--- src/rtl/clk_div_prog.sv ---
// Runtime-programmable integer clock divider with glitch-free
// period-boundary updates, 50% duty (even/odd N) or pulse output.
module clk_div_prog #(
  parameter int DIV_W       = 8,
  parameter int DIV_DEFAULT = 2
) (
  input  logic             clk_in,
  input  logic             rst,
  input  logic             en,
  input  logic [DIV_W-1:0] div_val,
  input  logic             mode,
  input  logic             load,
  output logic             clk_out,
  output logic             tick,
  output logic [DIV_W-1:0] div_act,
  output logic             running
);

  typedef enum logic {
    S_IDLE = 1'b0,
    S_RUN  = 1'b1
  } state_t;

  localparam logic [DIV_W-1:0] DIV_RST = DIV_W'(DIV_DEFAULT);
  localparam logic [DIV_W-1:0] DIV_MIN = DIV_W'(2);
  localparam logic [DIV_W-1:0] ONE     = DIV_W'(1);

  state_t           r_state;
  state_t           w_state_nx;
  logic [DIV_W-1:0] r_cnt;
  logic [DIV_W-1:0] w_cnt_nx;
  logic [DIV_W-1:0] r_div_act;
  logic [DIV_W-1:0] w_div_nx;
  logic             r_mode_act;
  logic             w_mode_nx;
  logic [DIV_W-1:0] r_pend_div;
  logic             r_pend_mode;
  logic             r_pend_flag;
  logic             w_pend_flag_nx;
  logic [DIV_W-1:0] w_ld_div;
  logic [DIV_W-1:0] w_pend_div;
  logic             w_pend_mode;
  logic             w_pend_v;
  logic             w_wrap;
  logic             w_bound;
  logic             r_p;
  logic             w_p_nx;
  logic             r_q;
  logic             r_tick;
  logic             w_tick_nx;

  // Divisors below 2 cannot form a period; clamp on capture.
  assign w_ld_div    = (div_val < DIV_MIN) ? DIV_MIN : div_val;
  // A load on the boundary edge itself takes effect immediately.
  assign w_pend_v    = load | r_pend_flag;
  assign w_pend_div  = load ? w_ld_div : r_pend_div;
  assign w_pend_mode = load ? mode : r_pend_mode;

  // Next state: counting, boundary application, start/stop, outputs.
  always_comb begin
    w_state_nx     = r_state;
    w_cnt_nx       = '0;
    w_div_nx       = r_div_act;
    w_mode_nx      = r_mode_act;
    w_pend_flag_nx = r_pend_flag;
    w_p_nx         = 1'b0;
    w_tick_nx      = 1'b0;
    w_wrap         = 1'b0;
    w_bound        = 1'b0;
    unique case (r_state)
      S_IDLE: w_bound = 1'b1;
      S_RUN: begin
        w_wrap  = (r_cnt == (r_div_act - ONE));
        w_bound = w_wrap;
      end
      default: w_bound = 1'b1;
    endcase
    if (w_bound) begin
      if (w_pend_v) begin
        w_div_nx  = w_pend_div;
        w_mode_nx = w_pend_mode;
      end
      w_pend_flag_nx = 1'b0;
      w_state_nx     = en ? S_RUN : S_IDLE;
    end else begin
      w_cnt_nx = r_cnt + ONE;
      if (load) begin
        w_pend_flag_nx = 1'b1;
      end
    end
    if (w_state_nx == S_RUN) begin
      if (w_mode_nx) begin
        w_p_nx = (w_cnt_nx == '0);
      end else begin
        w_p_nx = (w_cnt_nx < (w_div_nx >> 1));
      end
      w_tick_nx = (w_cnt_nx == (w_div_nx - ONE));
    end
  end

  // Posedge state and registered outputs.
  always_ff @(posedge clk_in or posedge rst) begin
    if (rst) begin
      r_state     <= S_IDLE;
      r_cnt       <= '0;
      r_div_act   <= DIV_RST;
      r_mode_act  <= 1'b0;
      r_pend_div  <= DIV_RST;
      r_pend_mode <= 1'b0;
      r_pend_flag <= 1'b0;
      r_p         <= 1'b0;
      r_tick      <= 1'b0;
    end else begin
      r_state     <= w_state_nx;
      r_cnt       <= w_cnt_nx;
      r_div_act   <= w_div_nx;
      r_mode_act  <= w_mode_nx;
      r_pend_div  <= w_pend_div;
      r_pend_mode <= w_pend_mode;
      r_pend_flag <= w_pend_flag_nx;
      r_p         <= w_p_nx;
      r_tick      <= w_tick_nx;
    end
  end

  // Half-cycle stretch of the high phase for odd divisors in 50% mode.
  always_ff @(negedge clk_in or posedge rst) begin
    if (rst) begin
      r_q <= 1'b0;
    end else begin
      r_q <= r_p & ~r_mode_act & r_div_act[0];
    end
  end

  assign clk_out = r_p | r_q;
  assign tick    = r_tick;
  assign div_act = r_div_act;
  assign running = (r_state == S_RUN);

endmodule

--- config.mk ---
export PLATFORM = sky130hd
export DESIGN_NAME = clk_div_prog
export DESIGN_NICKNAME = d
export VERILOG_FILES = /design/src/rtl/clk_div_prog.sv
export SDC_FILE = /design/constraint.sdc
export NUM_CORES = 1
export LEC_CHECK = 0
export CAP_MARGIN = 20
export CORE_MARGIN = 2
export CORE_UTILIZATION = 30
export CTS_CLUSTER_SIZE = 25
export DETAILED_ROUTE_END_ITERATION = 16
export DONT_BUFFER_PORTS = 1
export GPL_TIMING_DRIVEN = 0
export PLACE_DENSITY_LB_ADDON = 0.05
export SYNTH_ARGS = -nofsm -noshare
export SYNTH_HDL_FRONTEND = slang
export SYNTH_SLANG_ARGS = --single-unit
--- constraint.sdc ---
create_clock -name clk_in -period 8.28 [get_ports clk_in]
set_input_delay 0.828 -clock clk_in [delete_from_list [all_inputs] [get_ports clk_in]]
set_output_delay 0.828 -clock clk_in [all_outputs]
set_load 0.01 [all_outputs]
==> results of run 1 <==
metrics by stage:
| step | util, % | area, sq um |
|---|---|---|
| 2_1_floorplan | - | 2168 |
| 3_3_place_gp | 33.13 | 2288 |
| 3_5_place_dp | 33.53 | 2316 |
| 4_1_cts | 34.98 | 2416 |
| 5_1_grt | 34.98 | 2416 |
| 6_report | 34.98 | 2416 |
layout make-up:
class                           instances  share of cell area (%)
Multi-Input combinational cell        174                   53.08
Sequential cell                        31                   32.21
Tap cell                               96                   4.972
Clock buffer                            8                   4.143
Inverter                               17                   2.641
Buffer                                  9                   1.813
Timing Repair Buffer                    1                   1.139
cells by family after synthesis:
logic type,Yosys count,share of synthesized area (%)
compound gates,50,17.95
fa+ha+maj,9,5.193
flops,31,35.89
simple gates,81,20.43
mux,14,6.867
xor+xnor,20,8.713
buf+inv,26,4.962
power breakdown:
group	internal, mW	total, mW	switching, mW
registers	0.207	0.278	0.0713
logic	0.264	0.618	0.354
clock network	0.0759	0.134	0.0585
total	0.546	1.03	0.484
final timing paths:
check	from	to	slack (ps)
max	r_q	clk_out	2400
min	r_pend_mode	r_pend_mode	500
max reg2reg	div_act[0]	r_q	3130
min reg2reg	r_pend_mode	r_pend_mode	500
max in group asynchronous	rst	r_q	3200
min in group asynchronous	rst	r_mode_act	570
sequential cells by signal, summed over array words and instances (netlist names):
register / cells
r_q: 1
tick: 1
div_act: 8
r_cnt: 8
r_pend_div: 8
r_pend_mode: 1
r_mode_act: 1
r_p: 1
r_pend_flag: 1
running: 1
layer usage:
layer | routed length, um | track usage [%] | up-vias
li1 | - | - | 837
met1 | 3103 | 25.16 | 835
met2 | 2579 | 24.76 | 29
met3 | 206 | 3.786 | 7
met4 | 68 | 4.885 | 0
met5 | 0 | 0 | -
layout by cell type (no fill, tap or decap), types with 8 or more instances in the layout:
cell type,count
sky130_fd_sc_hd__dfrtp_1,28
sky130_fd_sc_hd__nor2_1,20
sky130_fd_sc_hd__inv_1,17
sky130_fd_sc_hd__xor2_1,10
sky130_fd_sc_hd__nand2_1,10
sky130_fd_sc_hd__xnor2_1,9
sky130_fd_sc_hd__a21oi_1,9
sky130_fd_sc_hd__ha_1,9
sky130_fd_sc_hd__nor3_1,8
cells in the mapped netlist (3+ instances only):
library cell               number  area, sq um
sky130_fd_sc_hd__nand2_1       10        37.54
sky130_fd_sc_hd__nand2b_1       3        18.77
sky130_fd_sc_hd__mux2i_1        7        70.07
sky130_fd_sc_hd__or2_1          3        18.77
sky130_fd_sc_hd__clkbuf_1       4        15.01
sky130_fd_sc_hd__nor3_1         8        40.04
sky130_fd_sc_hd__or2_2          3        18.77
sky130_fd_sc_hd__xnor2_1        9        78.83
sky130_fd_sc_hd__nor2_1        20        75.07
sky130_fd_sc_hd__dfrtp_1       28        700.7
sky130_fd_sc_hd__a21o_1         5        37.54
sky130_fd_sc_hd__mux2_2         7        78.83
sky130_fd_sc_hd__o21ai_0        6        30.03
sky130_fd_sc_hd__nor2_2         3        18.77
sky130_fd_sc_hd__a21oi_1        9        45.04
sky130_fd_sc_hd__and3_1         5        31.28
sky130_fd_sc_hd__xor2_1        10        87.58
sky130_fd_sc_hd__nand3_1        5        25.02
sky130_fd_sc_hd__inv_1         17        63.81
sky130_fd_sc_hd__ha_1           9        112.6
sky130_fd_sc_hd__o211ai_1       3        22.52
sky130_fd_sc_hd__nor2b_1        6        37.54
==> impl_metrics.tcl, run 1 <==
set metrics [dict create \
    status "finished clean" \
    setup_repair_after_global_routing_missed_its_margin "false" \
    numPlacedInstances 328 \
    htree_num_levels 2 \
    cts_buffers 5 \
    synthesis.area_per_instance_sq_um 9.387 \
    ios 24 \
    final_nets 261 \
    weighted_congestion_at_the_end_of_routability_driven_global_placement 0.7938 \
    cp-start-kind "flop" \
    detailedRoute.firstIterationViolations 80 \
    async_flop_share_pct 100.0 \
    drc 0 \
    net_count_after_synthesis 253 \
    clk_pin_slew_ps 70 \
    postSynthCellCount 231 \
    grt_pass1_vias 1733 \
    dieHeight_um 89.02 \
    setup_viol 0 \
    hold_class "reg -> reg" \
    power_per_cell_area_nw_per_um2 426.3 \
    multi_input_comb_area_sq_um 1282 \
    drt-vias-per-instance 5.083 \
    grt_util_all_layers_pct 17.00 \
    seqCellArea_sq_um 778.2 \
    static-leakage-power_nw 1.039 \
    cpLargestDelayFamily "flip-flops" \
    clock_sink_count 31 \
    cts.path.max_buffers 2 \
    dieArea_sq_um 7924 \
    worst-r2r-cell-count 2 \
    crit_cells 1 \
    core-area_sq_um 6907 \
    ys_warn_count 0 \
    detail_route.first_pass.iterations 4 \
    worst_ir_drop_vdd_v 0.0001538 \
    hold_depth 1 \
    worstMarginPinSlew_ps 756.4 \
    relSlewSlack_pct 49.52 \
    grt_first_pass_wirelength_mm 9.894 \
    layout.filler_cells 738 \
    power_mw 1.030 \
    ant_nets 0 \
    layout_overhead_on_the_synthesized_area_pct 11.43 \
    floorplan.initialDensity_pct 31.39 \
    hold-worst-slack_ps 503.5 \
    postCtsResizedCells 0 \
    report.final.hold_viol_count 0 \
    routed_length_per_instance_um 17.73 \
    final_worst_clock_skew_ps 13.39 \
    cp_cell_sequence "or2_2" \
    fin_tns_setup_ps 0 \
    arrival_ps 5050 \
    required_ps 7450 \
    yosys_register_bits 31 \
    yosysSeqAreaShare_pct 35.89 \
    postCtsSetupBuffers 0 \
    postSynth.topFlopCell "sky130_fd_sc_hd__dfrtp_1" \
    portBuffers 0 \
    final_critical_path_setup_slack_ps 2402 \
    grt_remaining_overflow 0 \
    clk-insertion-delay-late_ps 290 \
    final_max_tran_viols 0 \
    final_layout_size_suffix_gt1_share_pct 16.25 \
    timing.critical_path.to_type "output port" \
    cts_hold_repair.buffers 0 \
    vias 1708 \
    cts_tree "yes" \
    placement_rows 30 \
    synth_edf_count 0 \
    antennaDiodeCount 0 \
    chipWidth_um 89.02 \
    number_of_maximum_capacitance_constraint_violations 0 \
    grt_start_max_net_pins 18 \
    grt_antenna_before_repair 0 \
    path_buf_inv 0 \
    ys_types 61 \
    drt_wl_total_mm 5.957 \
    worstSetupPathType "reg -> out" \
    worstPathMaxFanout 1 \
    final_cell_count_no_fill 336 \
    worst_path_max_delay_cell "sky130_fd_sc_hd__dfrtn_1" \
    syn-cell-area_sq_um 2168 \
    clockRootBuffer "sky130_fd_sc_hd__clkbuf_8" \
    detailedPlacementHpwl_mm 4.763 \
    preCtsSetupSlack_ps 2709 \
    slowest_cell_delay_on_critical_path_ps 310 \
]
(Power assumes the default switching activity.)
==> run 2: changes to the inputs <==
==> constraint.sdc (replaced) <==
create_clock -name clk_in -period 5 [get_ports clk_in]
set_input_delay 0.5 -clock clk_in [delete_from_list [all_inputs] [get_ports clk_in]]
set_output_delay 0.5 -clock clk_in [all_outputs]
set_load 0.01 [all_outputs]
==> results of run 2 <==
Same layout as run 1 (identical final DEF). Status: finished clean.
Among the figures that moved: setup slack after placement 2709 ps -> 840.6 ps; setup slack after layout 2402 ps -> 813.3 ps; hold slack 503.5 ps -> 237.4 ps; start point of the critical path r_q -> div_act[0]; end point of the critical path clk_out -> r_p; register-to-register setup slack 3130 ps -> 810 ps; total power 1.030 mW -> 1.706 mW; worst IR drop on VDD 0.0001538 V -> 0.0002547 V
==> run 3: changes to the inputs <==
==> constraint.sdc (replaced) <==
create_clock -name clk_in -period 3.9 [get_ports clk_in]
set_input_delay 0.39 -clock clk_in [delete_from_list [all_inputs] [get_ports clk_in]]
set_output_delay 0.39 -clock clk_in [all_outputs]
set_load 0.01 [all_outputs]
==> impl_metrics.tcl, run 3 (synthesis results as in run 1) <==
set metrics [dict create \
    core-area_sq_um 6907 \
    chipWidth_um 89.02 \
    placement_rows 30 \
    grt_first_pass_wirelength_mm 9.949 \
    grt_remaining_overflow 0 \
    antennaDiodeCount 0 \
    timing.critical_path.to_type "flop" \
    worst_ir_drop_vdd_v 0.0003272 \
    vias 1727 \
    ant_nets 0 \
    grt_util_all_layers_pct 17.10 \
    final_common_cell "sky130_fd_sc_hd__dfrtp_1" \
    layout_overhead_on_the_synthesized_area_pct 14.14 \
    worstSetupPathType "reg -> reg" \
    grt_antenna_before_repair 0 \
    worstPathMaxFanout 10 \
    power_per_cell_area_nw_per_um2 896.0 \
    status "finished clean" \
    cts_buffers 5 \
    period_share_pct 95.04 \
    detail_route.first_pass.iterations 4 \
    drt_wl_total_mm 5.991 \
    floorplan.initialDensity_pct 31.39 \
    hold_class "in -> async" \
    grt_pass1_vias 1739 \
    dieHeight_um 89.02 \
    ios 24 \
    dieArea_sq_um 7924 \
    worstMarginPinSlew_ps 758.4 \
    final_max_tran_viols 0 \
    arrival_ps 3910 \
    final_layout_size_suffix_gt1_share_pct 19.26 \
    clk_pin_slew_ps 70 \
    commonest_cells_after_routing_fill_and_taps_aside "27 x sky130_fd_sc_hd__dfrtp_1, 20 x sky130_fd_sc_hd__nor2_1, 16 x sky130_fd_sc_hd__inv_1, 10 x sky130_fd_sc_hd__xor2_1, 10 x sky130_fd_sc_hd__nand2_1" \
    weighted_congestion_at_the_end_of_routability_driven_global_placement 0.7938 \
    clockRootBuffer "sky130_fd_sc_hd__clkbuf_8" \
    detailedRoute.firstIterationViolations 84 \
    clk-insertion-delay-late_ps 290 \
    cts.path.max_buffers 2 \
    report.final.hold_viol_count 0 \
    cp-start-kind "flop" \
    grt_start_max_net_pins 18 \
    final_critical_path_setup_slack_ps 193.4 \
    drc 0 \
    detailedPlacementHpwl_mm 4.763 \
    cts_hold_repair.buffers 0 \
    number_of_maximum_capacitance_constraint_violations 0 \
    final_nets 265 \
    final.min_clock_period_ps 3707 \
    static-leakage-power_nw 1.057 \
    cts_tree "yes" \
    htree_num_levels 2 \
    relSlewSlack_pct 49.38 \
    final_worst_clock_skew_ps 12.48 \
    setup_viol 0 \
    portBuffers 0 \
    seqCellArea_sq_um 779.5 \
    drt-vias-per-instance 5.079 \
    multi_input_comb_area_sq_um 1303 \
    final_util_pct 35.83 \
    setup_repair_after_global_routing_missed_its_margin "false" \
    routed_length_per_instance_um 17.62 \
    clock_sink_count 31 \
    max_freq_mhz 269.8 \
    required_ps 4100 \
    layout.filler_cells 738 \
    preCtsSetupSlack_ps -259.4 \
]
run 3: final cells by class:
cell class / instances / share of cell area [%]
multi-input combinational: 174 / 52.63
sequential: 31 / 31.50
tap: 96 / 4.853
clock buffer: 8 / 4.044
inverter: 17 / 2.730
timing repair buffer: 5 / 2.326
buffer: 9 / 1.921
run 3: timing repair:
action | CTS | global route
endpoints found under the hold margin | 0 | 0
resized for setup | 5 | 4
setup endpoints to repair | 2 | 2
setup buffers | 2 | 2
pin swaps | 1 | 2
run 3: routing by layer:
layer	GRT usage (%)	up-vias	wire length, um	share of wire (%)
li1	-	847	-	-
met1	25.27	838	3021	50
met2	24.97	33	2627	44
met3	3.786	9	265	4.4
met4	4.885	0	76	1.3
met5	0	-	0	0
run 3: worst paths after layout:
path | start | endpoint | slack [ps] | cells past startpoint
max in group asynchronous | rst | r_q | 1450 | 1
min in group clk_in | en | running | 260 | 1
worst max register to register | div_act[1] | r_p | 190 | 14
worst min register to register | r_pend_mode | r_pend_mode | 500 | 1
worst min-delay path | rst | r_pend_mode | 130 | 1
worst max-delay path | div_act[1] | r_p | 190 | 14
run 3: worst max-delay path, stage by stage (launching register included):
cell and delay (ps):
sky130_fd_sc_hd__dfstp_2 650, sky130_fd_sc_hd__inv_1 70, sky130_fd_sc_hd__ha_1 240, sky130_fd_sc_hd__xnor3_1 380
sky130_fd_sc_hd__a32oi_1 80, sky130_fd_sc_hd__a2111oi_4 420, sky130_fd_sc_hd__buf_4 200, sky130_fd_sc_hd__o221ai_4 170
sky130_fd_sc_hd__or2_1 300, sky130_fd_sc_hd__o21ai_0 120, sky130_fd_sc_hd__ha_1 300, sky130_fd_sc_hd__a21o_1 190
sky130_fd_sc_hd__a21oi_1 220, sky130_fd_sc_hd__a21oi_1 130, sky130_fd_sc_hd__o22ai_1 150
run 3: where the power goes:
group | switching (mW) | internal [mW]
clock | 0.122 | 0.161
sequential | 0.153 | 0.440
combinational | 0.761 | 0.582
run 3: stage by stage:
stage	std cells	total power, mW	setup TNS [ps]	area, sq um	hold slack, ps
2_1_floorplan	231	1.573	0	2168	471.7
3_3_place_gp	327	1.914	-492.3	2288	485.0
3_5_place_dp	328	1.909	-406.4	2316	458.0
4_1_cts	338	2.221	0	2445	146.5
5_1_grt	340	2.429	0	2475	175.0
6_report	340	2.217	0	2475	125.9
